<file path="src/rtl/decode_issue_stage.sv">
// RV32IM main-decode stage: registered control bundle behind a valid/ready
// handshake, with a hold counter that paces M-extension ops for a multi-cycle MUL/DIV unit.
module decode_issue_stage #(
  parameter bit          ENABLE_M    = 1'b1,
  parameter int unsigned MUL_LATENCY = 1,
  parameter int unsigned DIV_LATENCY = 32,
  parameter int unsigned CNT_W       = 6
) (
  input  logic        clk,
  input  logic        rst,
  input  logic        flush,
  input  logic        in_valid,
  output logic        in_ready,
  input  logic [31:0] instr,
  output logic        out_valid,
  input  logic        out_ready,
  output logic        RegWrite,
  output logic [2:0]  ImmSrc,
  output logic        ALUSrc,
  output logic        MemWrite,
  output logic [1:0]  ResultSrc,
  output logic        Branch,
  output logic        Jump,
  output logic [2:0]  ALUOp,
  output logic [2:0]  LoadType,
  output logic [2:0]  StoreType,
  output logic        IsMulDiv,
  output logic        Illegal,
  output logic        busy
);

  localparam logic [6:0] OP_LOAD   = 7'h03;
  localparam logic [6:0] OP_IMM    = 7'h13;
  localparam logic [6:0] OP_STORE  = 7'h23;
  localparam logic [6:0] OP_REG    = 7'h33;
  localparam logic [6:0] OP_LUI    = 7'h37;
  localparam logic [6:0] OP_AUIPC  = 7'h17;
  localparam logic [6:0] OP_BRANCH = 7'h63;
  localparam logic [6:0] OP_JAL    = 7'h6F;
  localparam logic [6:0] OP_JALR   = 7'h67;

  localparam logic [6:0] F7_BASE   = 7'b0000000;
  localparam logic [6:0] F7_ALT    = 7'b0100000;
  localparam logic [6:0] F7_MULDIV = 7'b0000001;

  localparam logic [2:0] ALU_ADD    = 3'b000;
  localparam logic [2:0] ALU_BRANCH = 3'b001;
  localparam logic [2:0] ALU_RI     = 3'b010;
  localparam logic [2:0] ALU_M      = 3'b011;
  localparam logic [2:0] ALU_LUI    = 3'b100;
  localparam logic [2:0] ALU_AUIPC  = 3'b101;
  localparam logic [2:0] ALU_JAL    = 3'b110;

  localparam logic [2:0] IMM_I = 3'b000;
  localparam logic [2:0] IMM_S = 3'b001;
  localparam logic [2:0] IMM_B = 3'b010;
  localparam logic [2:0] IMM_U = 3'b011;
  localparam logic [2:0] IMM_J = 3'b100;

  localparam logic [1:0] RES_ALU  = 2'b00;
  localparam logic [1:0] RES_LOAD = 2'b01;
  localparam logic [1:0] RES_PC4  = 2'b10;

  typedef enum logic [1:0] {
    S_EMPTY,
    S_FULL,
    S_MDWAIT
  } state_t;

  typedef struct packed {
    logic       reg_write;
    logic [2:0] imm_src;
    logic       alu_src;
    logic       mem_write;
    logic [1:0] result_src;
    logic       branch;
    logic       jump;
    logic [2:0] alu_op;
    logic [2:0] load_type;
    logic [2:0] store_type;
    logic       is_muldiv;
    logic       illegal;
  } bundle_t;

  state_t           state_q, state_d;
  logic [CNT_W-1:0] cnt_q, cnt_d;
  bundle_t          bundle_q, bundle_d;

  bundle_t          dec;
  logic             dec_legal;
  logic [CNT_W-1:0] hold_len;
  logic             accept;

  logic [6:0] opcode;
  logic [2:0] funct3;
  logic [6:0] funct7;
  logic       unused_instr_bits;

  assign opcode = instr[6:0];
  assign funct3 = instr[14:12];
  assign funct7 = instr[31:25];
  assign unused_instr_bits = ^{instr[24:15], instr[11:7]};

  always_comb begin
    dec       = '0;
    dec_legal = 1'b0;
    case (opcode)
      OP_LOAD: begin
        dec_legal      = !((funct3 == 3'b011) || (funct3 == 3'b110) || (funct3 == 3'b111));
        dec.reg_write  = 1'b1;
        dec.imm_src    = IMM_I;
        dec.alu_src    = 1'b1;
        dec.result_src = RES_LOAD;
        dec.alu_op     = ALU_ADD;
        dec.load_type  = funct3;
      end
      OP_STORE: begin
        dec_legal      = (funct3 <= 3'b010);
        dec.imm_src    = IMM_S;
        dec.alu_src    = 1'b1;
        dec.mem_write  = 1'b1;
        dec.alu_op     = ALU_ADD;
        dec.store_type = funct3;
      end
      OP_REG: begin
        dec.reg_write = 1'b1;
        dec.alu_op    = ALU_RI;
        if (funct7 == F7_BASE) begin
          dec_legal = 1'b1;
        end else if (funct7 == F7_ALT) begin
          dec_legal = (funct3 == 3'b000) || (funct3 == 3'b101);
        end else if ((funct7 == F7_MULDIV) && ENABLE_M) begin
          dec_legal     = 1'b1;
          dec.alu_op    = ALU_M;
          dec.is_muldiv = 1'b1;
        end
      end
      OP_IMM: begin
        dec.reg_write = 1'b1;
        dec.imm_src   = IMM_I;
        dec.alu_src   = 1'b1;
        dec.alu_op    = ALU_RI;
        // Shift-immediates reuse imm[11:5] as funct7 and must be canonical.
        case (funct3)
          3'b001:  dec_legal = (funct7 == F7_BASE);
          3'b101:  dec_legal = (funct7 == F7_BASE) || (funct7 == F7_ALT);
          default: dec_legal = 1'b1;
        endcase
      end
      OP_BRANCH: begin
        dec_legal   = !((funct3 == 3'b010) || (funct3 == 3'b011));
        dec.imm_src = IMM_B;
        dec.branch  = 1'b1;
        dec.alu_op  = ALU_BRANCH;
      end
      OP_JAL: begin
        dec_legal      = 1'b1;
        dec.reg_write  = 1'b1;
        dec.imm_src    = IMM_J;
        dec.result_src = RES_PC4;
        dec.jump       = 1'b1;
        dec.alu_op     = ALU_JAL;
      end
      OP_JALR: begin
        dec_legal      = (funct3 == 3'b000);
        dec.reg_write  = 1'b1;
        dec.imm_src    = IMM_I;
        dec.alu_src    = 1'b1;
        dec.result_src = RES_PC4;
        dec.jump       = 1'b1;
        dec.alu_op     = ALU_ADD;
      end
      OP_LUI: begin
        dec_legal     = 1'b1;
        dec.reg_write = 1'b1;
        dec.imm_src   = IMM_U;
        dec.alu_src   = 1'b1;
        dec.alu_op    = ALU_LUI;
      end
      OP_AUIPC: begin
        dec_legal     = 1'b1;
        dec.reg_write = 1'b1;
        dec.imm_src   = IMM_U;
        dec.alu_src   = 1'b1;
        dec.alu_op    = ALU_AUIPC;
      end
      default: dec_legal = 1'b0;
    endcase

    if (!dec_legal) begin
      dec         = '0;
      dec.illegal = 1'b1;
    end
  end

  // Illegal bundles never set is_muldiv, so they always take the zero-hold path.
  always_comb begin
    hold_len = '0;
    if (dec.is_muldiv) begin
      hold_len = funct3[2] ? CNT_W'(DIV_LATENCY) : CNT_W'(MUL_LATENCY);
    end
  end

  assign in_ready = !rst && !flush &&
                    ((state_q == S_EMPTY) || ((state_q == S_FULL) && out_ready));
  assign accept   = in_valid && in_ready;

  always_comb begin
    state_d  = state_q;
    cnt_d    = cnt_q;
    bundle_d = bundle_q;
    if (flush) begin
      state_d  = S_EMPTY;
      cnt_d    = '0;
      bundle_d = '0;
    end else if (accept) begin
      bundle_d = dec;
      if (hold_len == '0) begin
        state_d = S_FULL;
      end else begin
        state_d = S_MDWAIT;
        cnt_d   = hold_len;
      end
    end else begin
      case (state_q)
        S_FULL: begin
          if (out_ready) state_d = S_EMPTY;
        end
        S_MDWAIT: begin
          cnt_d = cnt_q - CNT_W'(1);
          if (cnt_q == CNT_W'(1)) state_d = S_FULL;
        end
        default: ;
      endcase
    end
  end

  always_ff @(posedge clk or posedge rst) begin
    if (rst) begin
      state_q  <= S_EMPTY;
      cnt_q    <= '0;
      bundle_q <= '0;
    end else begin
      state_q  <= state_d;
      cnt_q    <= cnt_d;
      bundle_q <= bundle_d;
    end
  end

  assign out_valid = (state_q == S_FULL);
  assign busy      = (state_q == S_MDWAIT);

  assign RegWrite  = bundle_q.reg_write;
  assign ImmSrc    = bundle_q.imm_src;
  assign ALUSrc    = bundle_q.alu_src;
  assign MemWrite  = bundle_q.mem_write;
  assign ResultSrc = bundle_q.result_src;
  assign Branch    = bundle_q.branch;
  assign Jump      = bundle_q.jump;
  assign ALUOp     = bundle_q.alu_op;
  assign LoadType  = bundle_q.load_type;
  assign StoreType = bundle_q.store_type;
  assign IsMulDiv  = bundle_q.is_muldiv;
  assign Illegal   = bundle_q.illegal;

endmodule

</file>
<file path="config.mk">
export PLATFORM = sky130hd
export DESIGN_NAME = decode_issue_stage
export DESIGN_NICKNAME = d
export VERILOG_FILES = /design/src/rtl/decode_issue_stage.sv
export SDC_FILE = /design/constraint.sdc
export NUM_CORES = 1
export LEC_CHECK = 0
export CELL_PAD_IN_SITES_DETAIL_PLACEMENT = 0
export CELL_PAD_IN_SITES_GLOBAL_PLACEMENT = 1
export CORE_MARGIN = 2
export CORE_UTILIZATION = 29
export CTS_CLUSTER_DIAMETER = 80
export DETAILED_ROUTE_END_ITERATION = 8
export PLACE_DENSITY_LB_ADDON = 0.12
export SLEW_MARGIN = 20
export SYNTH_ARGS = -nofsm -noshare
export SYNTH_HDL_FRONTEND = slang
export SYNTH_SLANG_ARGS = --single-unit
</file>
<file path="constraint.sdc">
create_clock -name clk -period 1.7 [get_ports clk]
set_clock_uncertainty 0.15 [all_clocks]
set_input_delay 0.34 -clock clk [delete_from_list [all_inputs] [get_ports clk]]
set_output_delay 0.34 -clock clk [all_outputs]
set_load 0.02 [all_outputs]
</file>
==> impl_metrics.csv <==
group,metric,value,unit
timing,setup_slack,-0.00772,ns
grt,grt_pass1_vias,1672,
timing,grt_setup_unrepaired,"yes",
setup_path,critPathRequiredTime,1.71,ns
setup_path,endpoint_kind,"flop",
cells_and_area,post-route-util,0.511,
flow_run,drv_cap,0,
setup_path,cp-endpoint,"LoadType[1]",
setup_path,crit_start,"instr[1]",
detailed_routing,drtAntennaViolNets,0,
placement,gp_congestion,0.827,
timing,max_freq,586,MHz
grt,antenna_found_initial,0,
clocking,numCtsBuffers,3,
clocking,clk_pin_slew,0.09,ns
detailed_routing,initialDrtViolationCount,68,
power_and_ir_drop,power_density,497,nW/um^2
floorplanning,dieArea,5920,um^2
floorplanning,die_w,76.9,um
grt,grt_start_max_net_pins,18,
timing,finalHoldViolCount,0,
detailed_routing,vias,1653,
timing,setup_violations,1,
outcome,status,"finished, violations left",
floorplanning,die-height,76.9,um
synth,syn_inst,158,
synth,syn_area,1540,um^2
hold_path,hp-class,"in2async",
setup_path,reg2reg_depth,7,
synth,synth-seq-cells,28,
detailed_routing,drc_errors,0,
cells_and_area,antennaDiodeCount,0,
clocking,cts_htree_levels,1,
cells_and_area,syn_to_final_growth,69.1,%
synth,netlist.area_leader.share,0.454,
synth,ys_seq_area_frac,0.454,
setup_path,critPathMaxFanout,8,
setup_path,r2r_end,"cnt_q[2]",
detailed_routing,totalWireLength,4.74,mm
synth,synth.avg_cell_area,9.76,um^2
synth,yosysWarnings,0,
synth,yosys.area.top_type,"dfrtp_1",
grt,grt_pass1_wl,7.95,mm
synth,syn_nets,197,
power_and_ir_drop,ir_worst_vdd,0.282,mV
synth,synth_area_leaders,"dfrtp_1 (45%), a32o_1 (5.8%), a22o_1 (4.0%)",
detailed_routing,viasPerCell,5.12,
timing,fin_crit,1.71,ns
power_and_ir_drop,total_power,1.30,mW
cells_and_area,drive_above_1_share,0.435,
timing,fin_setup_tns,-0.00772,ns
floorplanning,core,5110,um^2
setup_path,cp-start-kind,"input pin",
floorplanning,pin_count,61,
grt,grt.overflow.total,0,
clocking,cts_root_buffer,"clkbuf_8",
setup_path,critPathArrivalTime,1.72,ns
floorplanning,rows,26,
placement,numPortBuffers,45,
outcome,violations,"setup timing",
detailed_routing,drt-pass1-iter-count,4,
cells_and_area,final_nets,294,
setup_path,crit_type,"in2reg",
clocking,clock-sinks,28,
power_and_ir_drop,p_leak,1.32,nW
cells_and_area,final_cell_count_no_fill,323,
floorplanning,start_util,0.302,
detailed_routing,wl_per_cell,14.7,um
timing,worst_pin_slew,0.333,ns
clocking,ctsHoldBuffers,0,
clocking,max-clock-path-buffers,2,
clocking,cts_tree,"built",
placement,dp_hpwl,3.50,mm
setup_path,reg2reg_slack,0.01,ns
timing,period_share,1.00,
setup_path,reg2reg_from,"state_q[0]",
clocking,insertion_delay,0.26,ns
placement,place_inst,309,
synth,synth_cell_types,47,
timing,max_slew_margin,0.776,
grt,grtUsageTotal,0.162,
timing,report.final.slew_viol_count,0,
placement,place_ws,-0.793,ns
==> sequential cells by signal, summed over array words and instances, names as in the netlist <==
register   count
ImmSrc         3
RegWrite       1
MemWrite       1
ResultSrc      2
cnt_q          6
StoreType      3
ALUSrc         1
Branch         1
IsMulDiv       1
LoadType       3
ALUOp          3
state_q        2
Illegal        1
==> through the flow <==
step	cell area (um^2)	hold WS (ns)
after floorplan	1550	0.255
after global placement	2360	0.310
after detailed placement	2360	0.312
after CTS	2550	0.0901
after global routing	2610	0.117
final	2610	0.0916
==> report_power, final <==
group          switching [mW]  internal (mW)
Clock                   0.190          0.159
Combinational           0.134          0.140
Sequential            0.00303          0.670
==> area by class of cell <==
type	count	area, um^2
inverter	8	30.0
timing repair buffer	99	808
multi-input combinational	115	941
sequential	28	701
tap	70	87.6
fill	514	2500
clock buffer	3	41.3
==> how the worst min path moves through the flow <==
stage,end,depth (start not counted)
finish,ImmSrc[2],3
floorplan,ALUOp[0],1
CTS,StoreType[2],3
detailed placement,IsMulDiv,2
global placement,IsMulDiv,2
global route,ImmSrc[2],3
==> routing by layer <==
metal,wire [um],share of wire,vias up,global-route usage
met5,0,0,-,0
met4,58,0.012,0,0.0491
met1,2000,0.42,808,0.205
met2,2490,0.52,47,0.294
met3,198,0.042,6,0.0106
li1,-,-,792,-
==> critical path: stages <==
cell and delay, ns:
buf_8 0.10, and3b_2 0.21, nand4b_1 0.13, o21ai_2 0.09
or4_4 0.56, a32o_1 0.27
==> synthesized netlist by cell type, drive strengths merged <==
cell type,instances
a32oi,1
nand4bb,1
a21oi,7
or4,1
a211oi,1
a41oi,2
and3,2
xnor2,1
nand4b,1
clkbuf,4
and4b,1
ha,2
nor2b,2
o211ai,1
a21o,1
nand2b,7
o22ai,2
o221ai,1
o21ai,6
a311oi,1
nand2,11
and4,3
nand4,1
a31oi,1
nor4,2
nor2,13
or2,4
inv,8
nand3b,1
and3b,1
xor2,2
o211a,1
nand3,6
nor3,5
mux2i,2
buf,4
nor4b,1
a32o,9
a22o,7
o31ai,3
dfrtp,28
==> kinds of logic (layout without fill, tap and decap cells) <==
logic type | Yosys count | after routing | share of synthesized area
buf+inv | 16 | 110 | 0.0543
mux | 2 | 2 | 0.0130
simple gates | 63 | 64 | 0.229
compound gates | 44 | 44 | 0.217
xor+xnor | 3 | 3 | 0.0170
fa+ha+maj | 2 | 2 | 0.0162
flops | 28 | 28 | 0.454
==> cell usage in the layout, fill, tap and decap left out, types with 3 or more instances in the layout <==
cell and count:
buf_4 51, buf_6 10, nand2b_4 3, inv_1 6, nor2_1 9, nand2_1 9, nand2b_1 4, buf_2 8
a32o_1 9, o31ai_1 3, a21oi_1 5, dfrtp_1 28, nor3_1 3, nand3_1 4, o21ai_1 3, a22o_1 7
dlygate4sd2_1 24, clkbuf_8 3
==> timing repair <==
action | CTS | global route
pin swaps | 22 | 11
buffers inserted | 8 | 3
resized for setup | 132 | 21
cloned | 1 | 0
endpoints found under the setup margin | 50 | 24
No activity file was read; power rests on OpenSTA's default activity.
